===== src/rtl/fb_pkg.sv =====
// Shared frame-buffer definitions, also imported by the VGA scan-out reader.
// The FB_DOUBLE_BUF_EN build option is handled in fb_pixel_writer.
package fb_pkg;

    localparam int unsigned H_RES  = 400;
    localparam int unsigned V_RES  = 300;
    localparam int unsigned ADDR_W = 17;

    typedef struct packed {
        logic [1:0] r;
        logic [1:0] g;
        logic [1:0] b;
    } pixel_t;

    typedef enum logic [1:0] {
        StIdle,
        StWrite,
        StDone
    } fb_state_t;

endpackage


===== src/rtl/fb_pixel_writer_if.sv =====
// Raster-ordered pixel stream (valid/ready with start-of-frame) into the frame-buffer writer.
interface fb_pixel_writer_if;

    logic           s_valid;
    logic           s_ready;
    logic           s_sof;
    fb_pkg::pixel_t s_data;

    modport master (
        output s_valid,
        output s_sof,
        output s_data,
        input  s_ready
    );

    modport slave (
        input  s_valid,
        input  s_sof,
        input  s_data,
        output s_ready
    );

endinterface


===== src/rtl/fb_coord_counter.sv =====
// Raster x/y position and running linear address of the next pixel to be written.
// Priority: clear over restart over inc; restart positions the counters just after pixel (0,0).
module fb_coord_counter #(
    parameter int unsigned HRes  = 400,
    parameter int unsigned VRes  = 300,
    parameter int unsigned AddrW = 17
) (
    input  logic             clk,
    input  logic             rst_n,
    input  logic             inc,
    input  logic             clear,
    input  logic             restart,
    output logic [AddrW-1:0] addr,
    output logic             last_pixel
);

    localparam int unsigned XW = (HRes > 1) ? $clog2(HRes) : 1;
    localparam int unsigned YW = (VRes > 1) ? $clog2(VRes) : 1;

    logic [XW-1:0]    x_q, x_d;
    logic [YW-1:0]    y_q, y_d;
    logic [AddrW-1:0] addr_q, addr_d;
    logic             eol;

    assign eol        = (x_q == XW'(HRes - 1));
    assign last_pixel = eol && (y_q == YW'(VRes - 1));
    assign addr       = addr_q;

    always_comb begin
        x_d    = x_q;
        y_d    = y_q;
        addr_d = addr_q;
        if (clear) begin
            x_d    = '0;
            y_d    = '0;
            addr_d = '0;
        end else if (restart) begin
            x_d    = XW'(1);
            y_d    = '0;
            addr_d = AddrW'(1);
        end else if (inc) begin
            // Address runs linearly, so a line wrap needs no multiply.
            if (eol) begin
                x_d = '0;
                y_d = y_q + YW'(1);
            end else begin
                x_d = x_q + XW'(1);
            end
            addr_d = addr_q + AddrW'(1);
        end
    end

    always_ff @(posedge clk) begin
        if (!rst_n) begin
            x_q    <= '0;
            y_q    <= '0;
            addr_q <= '0;
        end else begin
            x_q    <= x_d;
            y_q    <= y_d;
            addr_q <= addr_d;
        end
    end

endmodule


===== src/rtl/fb_pixel_writer.sv =====
// Write side of the RGB222 frame buffer: turns the pixel stream into registered write strobes.
// Define FB_DOUBLE_BUF_EN for two banks (bank bit on the address MSB plus a front_bank output).
module fb_pixel_writer
    import fb_pkg::*;
#(
    parameter int unsigned HRes  = H_RES,
    parameter int unsigned VRes  = V_RES,
    parameter int unsigned AddrW = ADDR_W
) (
    input  logic             clk,
    input  logic             rst_n,
    fb_pixel_writer_if.slave pix,
    output logic             wr_en,
`ifdef FB_DOUBLE_BUF_EN
    output logic [AddrW:0]   wr_addr,
`else
    output logic [AddrW-1:0] wr_addr,
`endif
    output logic [5:0]       wr_data,
    output logic             frame_done,
    output logic             frame_abort
`ifdef FB_DOUBLE_BUF_EN
    ,
    output logic             front_bank
`endif
);

    fb_state_t state_q, state_d;

    logic                     ready_q, ready_d;
    logic                     wr_en_q, wr_en_d;
    logic [$bits(wr_addr)-1:0] wr_addr_q, wr_addr_d;
    logic [5:0]               wr_data_q, wr_data_d;
    logic                     done_q, done_d;
    logic                     abort_q, abort_d;

    logic                     accept;
    logic                     cnt_inc, cnt_clear, cnt_restart;
    logic [AddrW-1:0]         cnt_addr;
    logic                     cnt_last;
    logic [AddrW-1:0]         sel_addr;
    logic [$bits(wr_addr)-1:0] full_addr;

    fb_coord_counter #(
        .HRes (HRes),
        .VRes (VRes),
        .AddrW(AddrW)
    ) u_coord (
        .clk       (clk),
        .rst_n     (rst_n),
        .inc       (cnt_inc),
        .clear     (cnt_clear),
        .restart   (cnt_restart),
        .addr      (cnt_addr),
        .last_pixel(cnt_last)
    );

    assign accept   = pix.s_valid & pix.s_ready;
    // A start-of-frame pixel always lands on address 0, whatever the counter holds.
    assign sel_addr = pix.s_sof ? '0 : cnt_addr;

`ifdef FB_DOUBLE_BUF_EN
    logic back_bank_q;
    logic front_bank_q;

    always_ff @(posedge clk) begin
        if (!rst_n) begin
            back_bank_q  <= 1'b0;
            front_bank_q <= 1'b1;
        end else if (done_d) begin
            back_bank_q  <= ~back_bank_q;
            front_bank_q <= back_bank_q;
        end
    end

    assign full_addr  = {back_bank_q, sel_addr};
    assign front_bank = front_bank_q;
`else
    assign full_addr = sel_addr;
`endif

    always_comb begin
        state_d     = state_q;
        wr_en_d     = 1'b0;
        wr_addr_d   = wr_addr_q;
        wr_data_d   = wr_data_q;
        done_d      = 1'b0;
        abort_d     = 1'b0;
        cnt_inc     = 1'b0;
        cnt_clear   = 1'b0;
        cnt_restart = 1'b0;

        unique case (state_q)
            StIdle: begin
                // Pixels without sof are dropped until a frame starts.
                if (accept && pix.s_sof) begin
                    wr_en_d     = 1'b1;
                    wr_addr_d   = full_addr;
                    wr_data_d   = pix.s_data;
                    cnt_restart = 1'b1;
                    state_d     = StWrite;
                end
            end
            StWrite: begin
                if (accept) begin
                    wr_en_d   = 1'b1;
                    wr_addr_d = full_addr;
                    wr_data_d = pix.s_data;
                    if (pix.s_sof) begin
                        abort_d     = 1'b1;
                        cnt_restart = 1'b1;
                    end else if (cnt_last) begin
                        done_d    = 1'b1;
                        cnt_clear = 1'b1;
                        state_d   = StDone;
                    end else begin
                        cnt_inc = 1'b1;
                    end
                end
            end
            StDone: begin
                state_d = StIdle;
            end
            default: begin
                state_d = StIdle;
            end
        endcase

        ready_d = (state_d != StDone);
    end

    always_ff @(posedge clk) begin
        if (!rst_n) begin
            state_q   <= StIdle;
            ready_q   <= 1'b0;
            wr_en_q   <= 1'b0;
            wr_addr_q <= '0;
            wr_data_q <= '0;
            done_q    <= 1'b0;
            abort_q   <= 1'b0;
        end else begin
            state_q   <= state_d;
            ready_q   <= ready_d;
            wr_en_q   <= wr_en_d;
            wr_addr_q <= wr_addr_d;
            wr_data_q <= wr_data_d;
            done_q    <= done_d;
            abort_q   <= abort_d;
        end
    end

    assign pix.s_ready = ready_q;
    assign wr_en       = wr_en_q;
    assign wr_addr     = wr_addr_q;
    assign wr_data     = wr_data_q;
    assign frame_done  = done_q;
    assign frame_abort = abort_q;

endmodule


===== src/flat_wrapper.sv =====
// flat-port wrapper written by rule: the top's interface ports become plain ports
module fb_pixel_writer_flat import fb_pkg::*;
#(
    parameter int unsigned HRes  = H_RES,
    parameter int unsigned VRes  = V_RES,
    parameter int unsigned AddrW = ADDR_W
)
  (clk, rst_n, wr_en, wr_addr, wr_data, frame_done, frame_abort, pix_s_valid, pix_s_sof, pix_s_data, pix_s_ready);
  fb_pixel_writer_if pix_i ();
  input  logic clk;
  input  logic rst_n;
  output logic wr_en;
  output logic [AddrW-1:0] wr_addr;
  output logic [5:0] wr_data;
  output logic frame_done;
  output logic frame_abort;
  input wire logic [$bits(pix_i.s_valid)-1:0] pix_s_valid;
  input wire logic [$bits(pix_i.s_sof)-1:0] pix_s_sof;
  input wire logic [$bits(pix_i.s_data)-1:0] pix_s_data;
  output wire logic [$bits(pix_i.s_ready)-1:0] pix_s_ready;
  assign pix_i.s_valid = pix_s_valid;
  assign pix_i.s_sof = pix_s_sof;
  assign pix_i.s_data = pix_s_data;
  assign pix_s_ready = pix_i.s_ready;
  fb_pixel_writer #(.HRes(HRes), .VRes(VRes), .AddrW(AddrW)) u_core (.clk(clk), .rst_n(rst_n), .pix(pix_i), .wr_en(wr_en), .wr_addr(wr_addr), .wr_data(wr_data), .frame_done(frame_done), .frame_abort(frame_abort));
endmodule

===== config.mk =====
export PLATFORM = sky130hd
export DESIGN_NAME = fb_pixel_writer_flat
export DESIGN_NICKNAME = d
export VERILOG_FILES = /design/src/rtl/fb_pkg.sv /design/src/rtl/fb_pixel_writer_if.sv /design/src/rtl/fb_coord_counter.sv /design/src/rtl/fb_pixel_writer.sv /design/src/flat_wrapper.sv
export SDC_FILE = /design/constraint.sdc
export NUM_CORES = 1
export LEC_CHECK = 0
export ABC_AREA = 0
export BUFFER_PORTS_ARGS = -buffer_cell sky130_fd_sc_hd__buf_4
export CAP_MARGIN = 20
export CORE_MARGIN = 5
export CORE_UTILIZATION = 35
export DETAILED_ROUTE_END_ITERATION = 7
export PLACE_DENSITY = 0.57
export SYNTH_ARGS = -nofsm -noshare
export SYNTH_HDL_FRONTEND = slang
export SYNTH_SLANG_ARGS = --single-unit

===== constraint.sdc =====
create_clock -name clk -period 1.6 [get_ports clk]
set_clock_uncertainty 0.1 [all_clocks]
set_input_delay 0.16 -clock clk [delete_from_list [all_inputs] [get_ports clk]]
set_output_delay 0.16 -clock clk [all_outputs]
set_load 0.05 [all_outputs]

# After elaboration in Yosys (flattened, before gate mapping)
# Index checks and enable logic that the tools add are counted.
[totals]
regBits = 64
input_bits = 10
word_cells = 64
[classes]
n_addsub = 3
eq_ne = 6
n_mux = 31
bitwise_logic = 2
n_reduce_logical = 10
[ops]
columns = ["operator", "count"]
rows = [
  ["$mux W17", 3],
  ["$pmux W17 S2", 1],
  ["$add A9 B1 Y9 const B", 2],
  ["$eq A9 B9 Y1 const B", 2],
  ["$add A17 B1 Y17 const B", 1],
  ["$mux W1", 16],
  ["$mux W6", 2],
  ["$pmux W6 S2", 1],
  ["$mux W9", 1],
  ["$mux W2", 4],
  ["$ne A2 B1 Y1 const B", 2],
  ["$pmux W1 S2", 2],
  ["$pmux W2 S2", 1],
  ["$reduce_and A2 Y1", 2],
  ["$reduce_bool A2 Y1", 2],
  ["$reduce_and A3 Y1", 1],
  ["$reduce_or A3 Y1", 1],
  ["$eq A2 B1 Y1 const B", 1],
  ["$logic_and A1 B1 Y1", 2],
  ["$logic_not A2 Y1", 1],
  ["$ne A2 B2 Y1 const B", 1],
  ["$reduce_or A2 Y1", 1],
  ["$and A1 B1 Y1", 1],
  ["$not A1 Y1", 1],
]

# Logic depth before layout (Yosys ltp)
# Gate-level depths: netlist of run 1.
[depth]
depth_word = 8
mapped_depth = 7
ltp_nobuf = 6

# Cells and area by module
# A second synthesis of run 1 with hierarchy kept.
[hier_totals]
cells_unflattened = 319
hier_area_um2 = 2874.0
[by_module_without_submodules]
columns = ["mod", "n_inst", "cells_each", "area_per_inst_um2", "seq_area_each_um2"]
rows = [
  ["fb_coord_counter", 1, 196, 1646.6, 700.7],
  ["fb_pixel_writer", 1, 123, 1227.4, 580.6],
]

# Worst setup path before layout of run 1
# OpenSTA, ideal clock, no wires.
[synth_timing]
kind = "register to register"
startpoint = "register u_core.ready_q, in the netlist u_core.pix.s_ready"
endpoint = "register u_core.u_coord.x_q[2]"
setup_ns = 0.122
arrival_time_ns = 1.814
required_time_ns = 1.378
slack_ns = -0.436
path_stages_with_launch = 7
path_buffers = 1
synth_period_minus_slack_ns = 2.036
path_cell_list = "dfxtp_1 -> nand3b_1 -> or2_1 -> buf_2 -> or2_1 -> nand3_1 -> nor2_1"
[synth_between]
elab_chain_cells = 5
elab_cells_between_ends = 10
classes_between = "7 x mux; 1 x bitwise; 2 x reduce/logical"
[synth_rtl]
columns = ["element", "line_no", "source"]
rows = [
  ["start, declared", "fb_pixel_writer.sv:30", "logic ready_q, ready_d;"],
  ["start signal, assigned", "fb_pixel_writer.sv:143", "ready_q <= ready_d;"],
  ["$and A1 B1 Y1 *", "fb_pixel_writer.sv:58", "assign accept = pix.s_valid & pix.s_ready;"],
  ["$logic_and A1 B1 Y1", "fb_pixel_writer.sv:96", "if (accept && pix.s_sof) begin"],
  ["$mux W1", "fb_pixel_writer.sv:96", ""],
  ["$pmux W1 S2", "fb_pixel_writer.sv:93", "unique case (state_q)"],
  ["$reduce_or A3 Y1 (no line)", "n/a", ""],
  ["end signal, assigned", "fb_coord_counter.sv:55", "x_q <= '0;"],
  ["end signal, assigned", "fb_coord_counter.sv:59", "x_q <= x_d;"],
  ["end, declared", "fb_coord_counter.sv:20", "logic [XW-1:0] x_q, x_d;"],
]
# Mark *: on every way between the ends. The rest lies on a longest branch, timed or not.
# A chain may end at the register's enable or synchronous reset.

# Worst setup path after layout of run 1
[layout_timing]
startpoint = "register u_core.u_coord.x_q[1]"
endpoint = "register u_core.u_coord.addr_q[9], in the netlist u_core.u_coord.addr[9]"
[layout_between]
elab_chain_cells = 7
elab_cells_between_ends = 11
classes_between = "1 x eq/ne; 8 x mux; 2 x reduce/logical"
[layout_rtl]
columns = ["element", "line_no", "source"]
rows = [
  ["$eq A9 B9 Y1 *", "fb_coord_counter.sv:25", "assign eol = (x_q == XW'(HRes - 1));"],
  ["$logic_and A1 B1 Y1 *", "fb_coord_counter.sv:26", "assign last_pixel = eol && (y_q == YW'(VRes - 1));"],
  ["$mux W1", "fb_pixel_writer.sv:112", "end else if (cnt_last) begin"],
  ["$mux W1", "fb_pixel_writer.sv:109", "if (pix.s_sof) begin"],
  ["$mux W1", "fb_pixel_writer.sv:105", "if (accept) begin"],
  ["$mux W1", "fb_pixel_writer.sv:93", ""],
  ["$reduce_or A3 Y1 (no line)", "n/a", ""],
  ["end signal, assigned", "fb_coord_counter.sv:61", "addr_q <= addr_d;"],
  ["end, declared", "fb_coord_counter.sv:22", "logic [AddrW-1:0] addr_q, addr_d;"],
]
# Marked as above.

==> impl_metrics.csv, run 1 <==
group,metric,value,unit
outcome,status,"complete, but fails checks",
outcome,violations,"setup timing",
critical_path,cp.arrival,1.91,ns
timing,fin_ws,-0.175,ns
hold_path,hp-class,"primary input to flip-flop",
die,die_w,99.4,µm
synth,synthFlopType,"dfxtp_1",
die,dieArea,9880,µm²
global_routing,antenna_found_initial,0,
timing,final-setup-viol-count,36,
power_and_ir_drop,ir_worst_vdd,0.487,mV
critical_path,rr_worst_depth,8,
critical_path,end_kind,"flip-flop",
critical_path,cp_max_fo,6,
place,pre_cts_slack,-0.187,ns
timing,fmax,0.563,GHz
global_routing,grt-ovfl-total,0,
critical_path,cp.buffers_inverters,2,
global_routing,grt_pass1_vias,2459,
synth,synthArstFlopShare,0,%
flow_run,drv_cap,0,
timing,post-route-min-period,1.77,ns
synth,syn_avg_cell_area,9.29,µm²
synth,synthesis.nets,314,
clock_tree,cts_tree,"done",
cells_and_area,fin_nets,415,
hold_path,holdPathStages,3,
timing,setup_tns,-4.55,ns
critical_path,crit_family,"simple AND/OR/NAND/NOR gates",
die,rows,32,
clock_tree,clk_path_buf_depth,2,
synth,ys_warn_count,0,
critical_path,slowest_delay,0.35,ns
clock_tree,insertion_delay,0.34,ns
clock_tree,htree_levels,3,
critical_path,worstPathRequired,1.73,ns
clock_tree,cts.reportedPaths.clkPinSlew,0.07,ns
global_routing,track_usage,14.3,%
critical_path,crit_cells,8,
cells_and_area,final_common_cell,"buf_4",
synth,netlist_area,2800,µm²
timing,slew_headroom,77.6,%
clock_tree,clock-sinks,64,
critical_path,crit_path_start_kind,"flip-flop",
cells_and_area,drive_gt1_share,36.4,%
drt,vias,2489,
place,placed_cell_area,3690,µm²
power_and_ir_drop,p_leak,1.59,nW
cells_and_area,syn_to_final_growth,47.7,%
power_and_ir_drop,cellPowerDensity,809,nW/µm²
timing,slew_violations,0,
global_routing,grt_pass1_wl,11600,µm
timing,tightest_slew,0.336,ns
cells_and_area,final_area,4130,µm²
drt,firstDrtPassIters,4,
clock_tree,cts_root_buffer,"clkbuf_8",
power_and_ir_drop,power,0.00334,W
clock_tree,numCtsBuffers,9,
die,pin_count,37,
timing,rsz0062_at_grt,"true",
timing,hold_viol,0,
place,port_buffers,36,
place,hpwlAfterDp,4750,µm
synth,synthCells,301,
drt,drc,0,
synth,synth-seq-cells,64,
cells_and_area,layout_common_cells,"buf_4, dfxtp_1, nor2_1",
critical_path,worstSetupPathType,"flip-flop to flip-flop",
timing,timing.final.crit_share,111,%
drt,post_drt_wl_per_cell,13.3,µm
synth,yosysSeqAreaShare,45.8,%
place,gp_congestion,0.834,
timing,hold_slack,0.0921,ns
synth,synth_edf_count,0,
critical_path,crit_path_top_delay_cell,"dfxtp_2",
die,initial_core_util,36.0,%
synth,yosysUniqueCellTypes,45,
drt,detail-route-antenna-nets,0,
die,die_y,99.4,µm
die,core,7770,µm²
drt,wl,6750,µm
critical_path,crit_chain,"ha_4 > and3_4 > nand3_4 > buf_6 > o2111ai_4 > buf_4 > xor2_1 > nor2_1",
drt,via_per_inst,4.89,
global_routing,grt_max_degree,25,
cells_and_area,n_antenna_cell,0,
drt,dr.first_iter.drc_count,54,
-- path summary, 6_finish.rpt --
check	to	start	slack, ns
min	u_core.state_q[0]	pix_s_valid	0.09
max	u_core.u_coord.addr[9]	u_core.u_coord.x_q[1]	-0.17
min reg2reg	u_core.wr_data[3]	u_core.wr_data[3]	0.36
max reg2reg	u_core.u_coord.addr[9]	u_core.u_coord.x_q[1]	-0.17
-- kinds of logic (layout without fill, tap and decap cells) --
| group | count (synthesis) | count (layout) | share of synthesized area [%] |
|---|---|---|---|
| adders and majority gates | 3 | 3 | 1.34 |
| xor gates and xnor gates | 21 | 21 | 6.58 |
| muxes | 2 | 2 | 0.716 |
| and+or+nand+nor | 130 | 130 | 26.8 |
| buffers and inverters | 19 | 125 | 3.36 |
| DFF | 64 | 64 | 45.8 |
| AOI/OAI and AO/OA | 62 | 62 | 15.4 |
-- sequential cells by signal, indices dropped and copies added (netlist names), 2 cells and up --
signal	count
u_core.u_coord.x_q	9
u_core.wr_data	6
u_core.u_coord.y_q	9
u_core.u_coord.addr	17
u_core.wr_addr	17
u_core.state_q	2
-- worst reg2reg max path: stages, from the launching register on --
cell       delay [ns]
dfxtp_2          0.35
ha_4             0.13
and3_4           0.20
nand3_4          0.11
buf_6            0.16
o2111ai_4        0.24
buf_4            0.17
xor2_1           0.15
nor2_1           0.06
-- layer usage --
layer / routed length, µm / global-route usage [%]
met1: 3190 / 18.3
met2: 3310 / 23.0
met3: 184 / 3.72
met4: 75 / 5.67
met5: 0 / 0
-- stage by stage --
stage                     cells  util [%]
after CTS                   505      52.0
after floorplan             301         -
after global placement      481      47.6
after detailed placement    481      47.6
after global routing        509      53.2
final                       509      53.2
-- final cells by class --
type	instances	area (µm²)
inverter	4	15.0
clock buffer	10	128
multi-input combinational	218	1580
timing repair buffer	105	900
sequential	64	1290
tap	102	128
fill	752	3640
clock inverter	6	83.8
-- power by group --
part	total (W)	internal, W	switching [W]
clock	0.00151	0.000872	0.000637
sequential	0.00161	0.00160	0.00000680
combinational	0.000219	0.000105	0.000114
total	0.00334	0.00258	0.000758
-- synth_stat cells, types with 2 or more instances --
library cell	count	area (µm²)
buf_2	6	30.0
xor2_1	12	105
nor4_2	5	62.6
nor3_1	4	20.0
o21ai_1	3	15.0
inv_1	4	15.0
and4_1	4	35.0
ha_1	3	37.5
nand2_1	25	93.8
nand4_1	5	31.3
or3_1	8	50.1
nor3b_1	2	15.0
a21oi_1	10	50.1
or2_1	2	12.5
o2111ai_1	3	26.3
nor2_1	30	113
o21ai_0	9	45.0
a21boi_0	8	60.1
and3_1	3	18.8
xnor2_1	9	78.8
and2_1	3	18.8
mux2i_1	2	20.0
nor2b_1	17	106
a22oi_1	17	128
o2111ai_2	2	30.0
o211ai_1	6	45.0
clkbuf_1	6	22.5
buf_4	2	15.0
dfxtp_1	64	1280
o31a_1	2	17.5
nand3b_1	2	15.0
nand3_1	10	50.1
-- repair_timing --
item / in CTS / in global routing
hold buffers: 7 / 0
endpoints found under the setup margin: 36 / 52
buffers inserted: 1 / 3
pin swaps: 6 / 15
cloned: 0 / 1
gates resized for setup: 14 / 11
endpoints found under the hold margin: 7 / 0
Note: power is estimated with default switching activity, not from simulation.
==> run 2: changes to the inputs <==
Settings changed: PLACE_DENSITY 0.57 to 0.55, RECOVER_POWER set to 50.
Clock period 1.6 ns to 1.9 ns, I/O delays scaled along.
==> impl_metrics.csv, run 2 (same netlist as run 1, synthesis figures left out) <==
group,metric,value,unit
timing,fmax,0.544,GHz
power_and_ir_drop,switchingPower,0.000645,W
critical_path,worstPathRequired,2.09,ns
drt,firstDrtPassIters,4,
place,gp_congestion,0.774,
clock_tree,insertion_delay,0.35,ns
clock_tree,cts_tree,"done",
cells_and_area,layout_common_cells,"dfxtp_1, nor2_1, buf_4",
drt,wl,6570,µm
die,rows,32,
die,die_w,99.4,µm
drt,drc,0,
timing,rsz0062_at_grt,"true",
critical_path,cp_max_fo,7,
global_routing,antenna_found_initial,0,
power_and_ir_drop,ir_worst_vdd,0.352,mV
global_routing,busiest_layer,"met2",
power_and_ir_drop,p_clk_share,46.2,%
power_and_ir_drop,p_int,0.00214,W
global_routing,grt-ovfl-total,0,
clock_tree,htree_levels,3,
cells_and_area,fin_cells,476,
die,dieArea,9880,µm²
power_and_ir_drop,swShare,23.1,%
timing,slew_violations,0,
power_and_ir_drop,comb_power_share,5.1,%
global_routing,grt_pass1_wl,10700,µm
global_routing,grtUsageMet3,5.12,%
timing,slew_headroom,58.4,%
drt,detail-route-antenna-nets,0,
global_routing,grt_max_degree,32,
timing,timing.final.crit_share,96.7,%
cells_and_area,n_antenna_cell,0,
critical_path,end_kind,"flip-flop",
clock_tree,clk_path_buf_depth,2,
timing,fin_ws,0.0620,ns
power_and_ir_drop,p_leak,1.25,nW
die,core,7770,µm²
die,die_y,99.4,µm
cells_and_area,multi_input_comb_area,1500,µm²
global_routing,use_met2,21.0,%
power_and_ir_drop,p_seq_share,48.7,%
place,port_buffers,36,
flow_run,drv_cap,0,
drt,vias,2391,
clock_tree,numCtsBuffers,9,
critical_path,crit_path_start_kind,"flip-flop",
global_routing,met1_usage,17.4,%
timing,tightest_slew,0.627,ns
place,pre_cts_slack,-0.0547,ns
cells_and_area,fin_nets,382,
global_routing,track_usage,13.6,%
drt,via_per_inst,5.02,
timing,final-setup-viol-count,0,
place,dpl.cell_count,449,
critical_path,worstSetupPathType,"flip-flop to flip-flop",
timing,hold_slack,0.122,ns
power_and_ir_drop,power,0.00279,W
outcome,status,"complete, no violations",
power_and_ir_drop,cellPowerDensity,767,nW/µm²
timing,post-route-min-period,1.84,ns
cells_and_area,drive_gt1_share,20.3,%
clock_tree,cts.reportedPaths.clkPinSlew,0.07,ns
cells_and_area,syn_to_final_growth,30.0,%
timing,hold_viol,0,
clock_tree,cts_root_buffer,"clkbuf_8",
cells_and_area,seqCellArea,1290,µm²
drt,post_drt_wl_per_cell,13.8,µm
cells_and_area,fillers,760,
drt,dr.first_iter.drc_count,117,
die,initial_core_util,36.0,%
critical_path,cp.arrival,2.02,ns
die,pin_count,37,
hold_path,hp-class,"primary input to flip-flop",
global_routing,grt_pass1_vias,2173,
place,hpwlAfterDp,4460,µm
clock_tree,clock-sinks,64,
cells_and_area,final_common_cell,"dfxtp_1",
run 2: changes by cell type in the layout (fill, tap and decap cells not counted), moves of 3 or more:
cell | previous run | this run
clkbuf_1 | 1 | 27
clkinvlp_4 | 0 | 3
buf_4 | 88 | 30
dfxtp_2 | 5 | 0
dfxtp_1 | 58 | 62
run 2: final cells by class:
class | instances | share of cell area [%]
clock buffers | 9 | 3.41
clock inverters | 7 | 2.65
well taps | 102 | 3.51
inverters | 4 | 0.413
flip-flops and latches | 64 | 35.5
multi-input cells | 219 | 41.3
repair buffers | 71 | 13.3
run 2: stage by stage:
stage / setup TNS [ns] / instance area (µm²) / util, %
3_3_place_gp: 0 / 3330 / 42.9
2_1_floorplan: 0 / 2800 / -
6_report: 0 / 3630 / 46.8
5_1_grt: -0.162 / 3630 / 46.8
3_5_place_dp: -0.127 / 3330 / 42.9
4_1_cts: 0 / 3650 / 46.9
run 2: layer usage:
metal	wire length [µm]	share of wire, %
met1	3160	48
met2	2930	45
met3	385	5.9
met4	100	1.5
met5	0	0
run 2: final timing paths:
kind                                       startpoint                      end  slack, ns  cells after the start
worst max-delay path            u_core.u_coord.x_q[0]  u_core.u_coord.addr[11]       0.06                      7
worst min-delay path                            rst_n       u_core.frame_abort       0.12                      3
worst max register to register  u_core.u_coord.x_q[0]  u_core.u_coord.addr[11]       0.06                      7
worst min register to register      u_core.state_q[1]        u_core.state_q[0]       0.36                      1
run 2: critical path: stages, from the launching register on:
cell and delay (ns):
dfxtp_4 0.36, ha_1 0.21, and3_4 0.18, nand3_4 0.10, buf_6 0.12, o2111ai_4 0.18
or3_4 0.41, a21oi_2 0.11
run 2: timing repair:
action,CTS,global route
endpoints found under the setup margin,7,25
gates resized for setup,4,18
endpoints found under the hold margin,6,0
pin swaps,1,6
hold buffers,6,0
cloned,1,0
setup buffers,1,3
run 2: power by group through the flow:
stage | sequential, W | combinational (W) | clock (W)
final | 0.00136 | 0.000143 | 0.00129
after global routing | 0.00136 | 0.000156 | 0.00141
after CTS | 0.00136 | 0.000149 | 0.00133
after detailed placement | 0.00139 | 0.000137 | 0
after global placement | 0.00139 | 0.000138 | 0
after floorplan | 0.00141 | 0.0000567 | 0
